## config.mk

```make
export PLATFORM = sky130hd
export DESIGN_NAME = sram_port_arbiter
export DESIGN_NICKNAME = d
export VERILOG_FILES = /design/src/rtl/sram_arb_pkg.sv /design/src/rtl/sram_byte_merge.sv /design/src/rtl/sram_port_arbiter.sv
export SDC_FILE = /design/constraint.sdc
export NUM_CORES = 1
export LEC_CHECK = 0
export ABC_CLOCK_PERIOD_IN_PS = 1300
export CELL_PAD_IN_SITES_DETAIL_PLACEMENT = 2
export CELL_PAD_IN_SITES_GLOBAL_PLACEMENT = 2
export CORE_ASPECT_RATIO = 1.25
export CORE_MARGIN = 2
export CORE_UTILIZATION = 10
export CTS_BUF_LIST = sky130_fd_sc_hd__clkbuf_4
export DETAILED_ROUTE_END_ITERATION = 10
export PLACE_DENSITY = 0.95
export RECOVER_POWER = 100
export SYNTH_ARGS = -nofsm -noshare
export SYNTH_HDL_FRONTEND = slang
export SYNTH_SLANG_ARGS = --single-unit
```

## constraint.sdc

```tcl
create_clock -name clk0 -period 1.3 [get_ports clk0]
set_input_delay 0.195 -clock clk0 [delete_from_list [all_inputs] [get_ports clk0]]
set_output_delay 0.195 -clock clk0 [all_outputs]
set_load 0.01 [all_outputs]
```

## src/rtl/sram_arb_pkg.sv

```systemverilog
// Shared types and default widths for the SRAM port arbiter.
// Latency: none (types only). Backpressure: n/a.
// Optional RMW path in the top is enabled by SRAM_ARB_RMW_EN.
package sram_arb_pkg;
  localparam int unsigned SRAM_DATA_W = 32;
  localparam int unsigned SRAM_ADDR_W = 10;

  typedef enum logic {S_IDLE, S_RMW} state_e;
  typedef enum logic {OWN_IF, OWN_LS} owner_e;
endpackage

```

## src/rtl/sram_byte_merge.sv

```systemverilog
// Per-byte select of store data over SRAM read data under byte enables.
// Latency: combinational. Backpressure: none.
module sram_byte_merge #(
  parameter int unsigned DATA_WIDTH = 32,
  parameter int unsigned BE_WIDTH   = DATA_WIDTH / 8
) (
  input  logic [BE_WIDTH-1:0]   be,
  input  logic [DATA_WIDTH-1:0] wdata,
  input  logic [DATA_WIDTH-1:0] rdata,
  output logic [DATA_WIDTH-1:0] mdata
);
  always_comb begin
    mdata = rdata;
    for (int i = 0; i < int'(BE_WIDTH); i++) begin
      if (be[i]) mdata[i*8 +: 8] = wdata[i*8 +: 8];
    end
  end
endmodule

```

## src/rtl/sram_port_arbiter.sv

```systemverilog
// Round-robin arbiter sharing one single-port SRAM between fetch and LSU; SRAM_ARB_RMW_EN adds sub-word RMW.
// Latency: read data / store completion one cycle after issue; RMW stores complete two cycles after issue.
// Backpressure: ready deasserts for the loser of arbitration and for both ports during the RMW write cycle.
module sram_port_arbiter
  import sram_arb_pkg::*;
#(
  parameter int unsigned DATA_WIDTH = SRAM_DATA_W,
  parameter int unsigned ADDR_WIDTH = SRAM_ADDR_W,
  parameter int unsigned BE_WIDTH   = DATA_WIDTH / 8
) (
  input  logic                  clk0,
  input  logic                  rst,
  input  logic                  if_req_valid,
  output logic                  if_req_ready,
  input  logic [ADDR_WIDTH-1:0] if_req_addr,
  output logic                  if_rsp_valid,
  output logic [DATA_WIDTH-1:0] if_rsp_rdata,
  input  logic                  ls_req_valid,
  output logic                  ls_req_ready,
  input  logic                  ls_req_we,
  input  logic [BE_WIDTH-1:0]   ls_req_be,
  input  logic [ADDR_WIDTH-1:0] ls_req_addr,
  input  logic [DATA_WIDTH-1:0] ls_req_wdata,
  output logic                  ls_rsp_valid,
  output logic [DATA_WIDTH-1:0] ls_rsp_rdata,
  output logic                  sram_csb,
  output logic                  sram_web,
  output logic [ADDR_WIDTH-1:0] sram_addr,
  output logic [DATA_WIDTH-1:0] sram_din,
  input  logic [DATA_WIDTH-1:0] sram_dout
);
  owner_e last_gnt_q, last_gnt_d;
  owner_e pend_own_q, pend_own_d;
  logic   pend_vld_q, pend_vld_d;
  logic   gnt_if, gnt_ls;

`ifdef SRAM_ARB_RMW_EN
  state_e                state_q, state_d;
  logic [ADDR_WIDTH-1:0] rmw_addr_q, rmw_addr_d;
  logic [BE_WIDTH-1:0]   rmw_be_q, rmw_be_d;
  logic [DATA_WIDTH-1:0] rmw_wdata_q, rmw_wdata_d;
  logic [DATA_WIDTH-1:0] rmw_mdata;

  sram_byte_merge #(
    .DATA_WIDTH (DATA_WIDTH),
    .BE_WIDTH   (BE_WIDTH)
  ) u_merge (
    .be    (rmw_be_q),
    .wdata (rmw_wdata_q),
    .rdata (sram_dout),
    .mdata (rmw_mdata)
  );
`else
  logic unused_be;
  assign unused_be = ^ls_req_be;
`endif

  always_comb begin
    if_req_ready = 1'b0;
    ls_req_ready = 1'b0;
    sram_csb     = 1'b1;
    sram_web     = 1'b1;
    sram_addr    = '0;
    sram_din     = '0;
    gnt_if       = 1'b0;
    gnt_ls       = 1'b0;
    last_gnt_d   = last_gnt_q;
    pend_vld_d   = 1'b0;
    pend_own_d   = pend_own_q;
`ifdef SRAM_ARB_RMW_EN
    state_d      = state_q;
    rmw_addr_d   = rmw_addr_q;
    rmw_be_d     = rmw_be_q;
    rmw_wdata_d  = rmw_wdata_q;
`endif
    // Nothing reaches the macro while in reset, including an in-flight RMW write.
    if (!rst) begin
`ifdef SRAM_ARB_RMW_EN
      if (state_q == S_RMW) begin
        sram_csb   = 1'b0;
        sram_web   = 1'b0;
        sram_addr  = rmw_addr_q;
        sram_din   = rmw_mdata;
        pend_vld_d = 1'b1;
        pend_own_d = OWN_LS;
        state_d    = S_IDLE;
      end else
`endif
      begin
        gnt_if = if_req_valid && (!ls_req_valid || last_gnt_q == OWN_LS);
        gnt_ls = ls_req_valid && !gnt_if;
        if (gnt_if) begin
          if_req_ready = 1'b1;
          sram_csb     = 1'b0;
          sram_addr    = if_req_addr;
          last_gnt_d   = OWN_IF;
          pend_vld_d   = 1'b1;
          pend_own_d   = OWN_IF;
        end else if (gnt_ls) begin
          ls_req_ready = 1'b1;
          sram_csb     = 1'b0;
          sram_addr    = ls_req_addr;
          last_gnt_d   = OWN_LS;
          pend_vld_d   = 1'b1;
          pend_own_d   = OWN_LS;
          if (ls_req_we) begin
            sram_web = 1'b0;
            sram_din = ls_req_wdata;
`ifdef SRAM_ARB_RMW_EN
            // Sub-word store: read the old word now, write the merge next cycle.
            if (!(&ls_req_be)) begin
              sram_web    = 1'b1;
              sram_din    = '0;
              pend_vld_d  = 1'b0;
              rmw_addr_d  = ls_req_addr;
              rmw_be_d    = ls_req_be;
              rmw_wdata_d = ls_req_wdata;
              state_d     = S_RMW;
            end
`endif
          end
        end
      end
    end
  end

  always_ff @(posedge clk0) begin
    if (rst) begin
      last_gnt_q  <= OWN_LS;
      pend_vld_q  <= 1'b0;
      pend_own_q  <= OWN_IF;
`ifdef SRAM_ARB_RMW_EN
      state_q     <= S_IDLE;
      rmw_addr_q  <= '0;
      rmw_be_q    <= '0;
      rmw_wdata_q <= '0;
`endif
    end else begin
      last_gnt_q  <= last_gnt_d;
      pend_vld_q  <= pend_vld_d;
      pend_own_q  <= pend_own_d;
`ifdef SRAM_ARB_RMW_EN
      state_q     <= state_d;
      rmw_addr_q  <= rmw_addr_d;
      rmw_be_q    <= rmw_be_d;
      rmw_wdata_q <= rmw_wdata_d;
`endif
    end
  end

  assign if_rsp_valid = pend_vld_q && (pend_own_q == OWN_IF);
  assign ls_rsp_valid = pend_vld_q && (pend_own_q == OWN_LS);
  assign if_rsp_rdata = sram_dout;
  assign ls_rsp_rdata = sram_dout;
endmodule

```

Word-level counts from Yosys, hierarchy flattened
Cells that the tools add are included. Widths: inputs -> output; s select.

Bits in registers: 3. Bits of input ports: 93. Logic and storage cells: 35.

Mux-type cells: 22. Bitwise gates (word level): 1. Reduce and logical (&&, ||, !) cells: 9.

Operators with widths (number): $mux 32 (4); $mux 10 (3); $mux 1 (15); $logic_and 1x1->1 (4); $logic_not 1->1 (2); $reduce_bool 2->1 (1); $reduce_or 2->1 (1); $logic_or 1x1->1 (1); $not 1->1 (1).

Depth between registers and ports, before layout
Word-level depth: 8. Depth in mapped cells: 4. Mapped depth without buffers: 3.

Worst setup path before layout
Ideal clock, no wire load.

Kind: register to output. Start: register last_gnt_q. End: output port sram_din[19]. Data arrival time: 0.956 ns. Data required time: 1.105 ns. Path slack: 0.149 ns. Cell stages (with the launch flop): 5. Buffers on the path: 1. Cells stage by stage: dfxtp_1 -> a21oi_2 -> and3_4 -> buf_6 -> and2_1.

Cells in the longest elaborated chain, start to end: 7.

RTL lines: start: declaration (RTL line sram_port_arbiter.sv:32) `owner_e last_gnt_q, last_gnt_d;`; start signal: assignment (RTL line sram_port_arbiter.sv:139) `last_gnt_q <= last_gnt_d;`; $logic_or 1x1->1 * (RTL line sram_port_arbiter.sv:90) `gnt_if = if_req_valid && (!ls_req_valid || last_gnt_q == OWN_LS);`; $logic_and 1x1->1 * (RTL line sram_port_arbiter.sv:90); $logic_not 1->1 (RTL line sram_port_arbiter.sv:91) `gnt_ls = ls_req_valid && !gnt_if;`; $logic_and 1x1->1 (RTL line sram_port_arbiter.sv:91); $mux 32 (RTL line sram_port_arbiter.sv:99) `end else if (gnt_ls) begin`; $mux 32 * (RTL line sram_port_arbiter.sv:92) `if (gnt_if) begin`; $mux 32 * (RTL line sram_port_arbiter.sv:77) `if (!rst) begin`; end: declaration (RTL line sram_port_arbiter.sv:29) `output logic [DATA_WIDTH-1:0] sram_din,`.

Mark *: on every way between the ends. The rest lies on a longest branch, timed or not.

Worst setup path in the final report
Start: register last_gnt_q. End: output port sram_din[10].

Same word-level chain as after synthesis.

==> reports/qor.yml <==
yosys-top-cells-area: "buf_4 47%, and2_1 20%, a32oi_1 8.6%, dfxtp_1 5.9%, nor2_1 5.1%"
cp-end-kind: "primary output"
vdd_drop_max_mv: 0.1366
tightest_slew_ps: 625.4
crit_slowest_cell: "dfxtp_4"
ys.flop_type: "dfxtp_1"
cp_top_family: "simple AND/OR/NAND/NOR gates"
tns_ps: -12250
fin_crit_sh: 1.263
holdWs_ps: 390.0
power.density_nw_per_um2: 390.1
place_hpwl_microns: 3438
drive_gt1_frac: 0.5051
root_buffer: "clkbuf_4"
finalSetupViolCount: 44
crit_arrival_ps: 1450
first_pass_iters: 3
slew_viol_final: 0
max_slew_margin: 0.5831
gp_congestion: 0.6794
finalClockSkew_ps: 0.3550
start_kind: "flip-flop"
areaGrowthSynthToFinish_pct: 90.09
rows: 41
rsz0062_at_grt: "true"
first_global_vias: 1180
slowest_delay_ps: 350
final_nets: 292
setup_ws_ps: -342.4
die-width_microns: 94.43
die-area_sq_um: 11050
drv_cap: 0
core-area_sq_um: 10000
grtUsageTotal: 0.07156
finalHoldViolCount: 0
violations: "setup timing"
crit_path_cell_trace: "a21oi_4, and3_4, buf_12, clkbuf_16, and2_4, buf_6"
ys_types: 19
synthTopCellsByCount: "64 x buf_4, 33 x and2_1, 14 x nor2_1, 10 x a32oi_1"
highest_layer: "met4"
via_count: 1121
synth-seq-cells: 3
ys_seq_area_frac: 0.05875
tritoncts: "yes"
clock_latency_ps: 230
clk_pin_slew_worst_paths_ps: 40
crit_type: "reg -> out"
antenna_cells: 0
hp-class: "in -> out"
die_height_microns: 117.0
path_buf_inv: 3
fmaxAchievable_mhz: 608.9
grt_overflow: 0
start_util: 0.1022
ys_async_sr_fraction: 0
drt-met1-wl_microns: 1273
stdcell_count: 327
worstPathMaxFanout: 6
crit_required_ps: 1110
htreeDepth: 1
yosysMostFrequentCell: "buf_4"
yosysWarnings: 0
cts_hold_buffers: 0
syn_nets: 238
io_pins: 205
clock_sinks: 3
wl_met2_microns: 2435
grt_start_max_net_pins: 15
grt_pass1_wl_microns: 5954
yosysTopAreaCellShare: 0.4700
synth_edf_count: 0
io_buffers: 104
min_period_ps: 1642
fin_total_pwr_w: 0.0007580
syn_avg_cell_area_sq_um: 7.050
detail-route-antenna-nets: 0
syn_area_sq_um: 1022
wl_per_cell_microns: 13.90
first_iter_violations: 5
placed_cells: 316
synth_top_cell_by_area: "buf_4"
syn_inst: 145
clockBufferDepth: 2
route.met3.wl_microns: 640
drcViolationCount: 0
power.leakage_nw: 0.8686
outcome: "finished, violations left"
cts_buffers: 3
grt_antenna_before_repair: 0
via_per_inst: 3.428
routed_wl_microns: 4546
==> cell families after synthesis <==
| group | after synthesis | share of synthesized area |
|---|---|---|
| AO/OA/AOI/OAI | 14 | 0.1114 |
| buffers and inverters | 74 | 0.5312 |
| flip-flops | 3 | 0.05875 |
| AND/OR/NAND/NOR | 54 | 0.2987 |
==> registers in the layout, summed over array words and instances (netlist names) <==
signal	count
last_gnt_q	1
pend_own_q	1
pend_vld_q	1
==> final timing paths <==
check / startpoint / to / slack, ps / depth (start not counted)
worst max-delay path: last_gnt_q / sram_din[10] / -340 / 6
worst min-delay path: sram_dout[3] / ls_rsp_rdata[3] / 390 / 0
worst max register to register: last_gnt_q / pend_own_q / 210 / 6
worst min register to register: pend_own_q / pend_own_q / 560 / 2
==> cell usage in the layout, fill, tap and decap left out, types with 2 or more instances in the layout <==
master            n
nor2_2            2
buf_2            22
and2_1            9
clkdlybuf4s15_2   2
buf_6            28
buf_12            3
dlygate4sd2_1     3
inv_1             2
and2_4           24
clkdlybuf4s50_1  53
nor2_1           12
buf_4             5
dfxtp_1           2
a32oi_1          10
clkbuf_4          4
==> cell type report <==
class	instances	area (sq um)
clock buffers	4	30.03
multi-input cells	68	513.0
well taps	129	161.4
flip-flops and latches	3	63.81
inverters	3	11.26
fillers	1162	8060
repair buffers	120	1164
==> metal layers <==
metal,vias up,GRT usage
met1,483,0.05433
li1,511,-
met5,-,0
met3,30,0.01985
met4,0,0.04348
met2,97,0.1524
==> through the flow <==
step	instance area [sq um]	setup slack (ps)	utilization
after floorplan	1022	149.1	-
after global placement	1785	-814.4	0.1785
after detailed placement	1785	-880.3	0.1785
after CTS	1797	-386.8	0.1796
after global routing	1943	-414.9	0.1942
final	1943	-342.4	0.1942
==> what timing repair did <==
action	CTS	global route
gates resized for setup	217	42
setup endpoints to repair	48	46
pin swaps	4	19
setup buffers	6	0
gates cloned	2	1
==> power by group <==
part | internal, W | switching (W)
registers | 0.0000988 | 0.00000629
clock network | 0.000136 | 0.0000491
logic | 0.000305 | 0.000163
(Power assumes the default switching activity.)
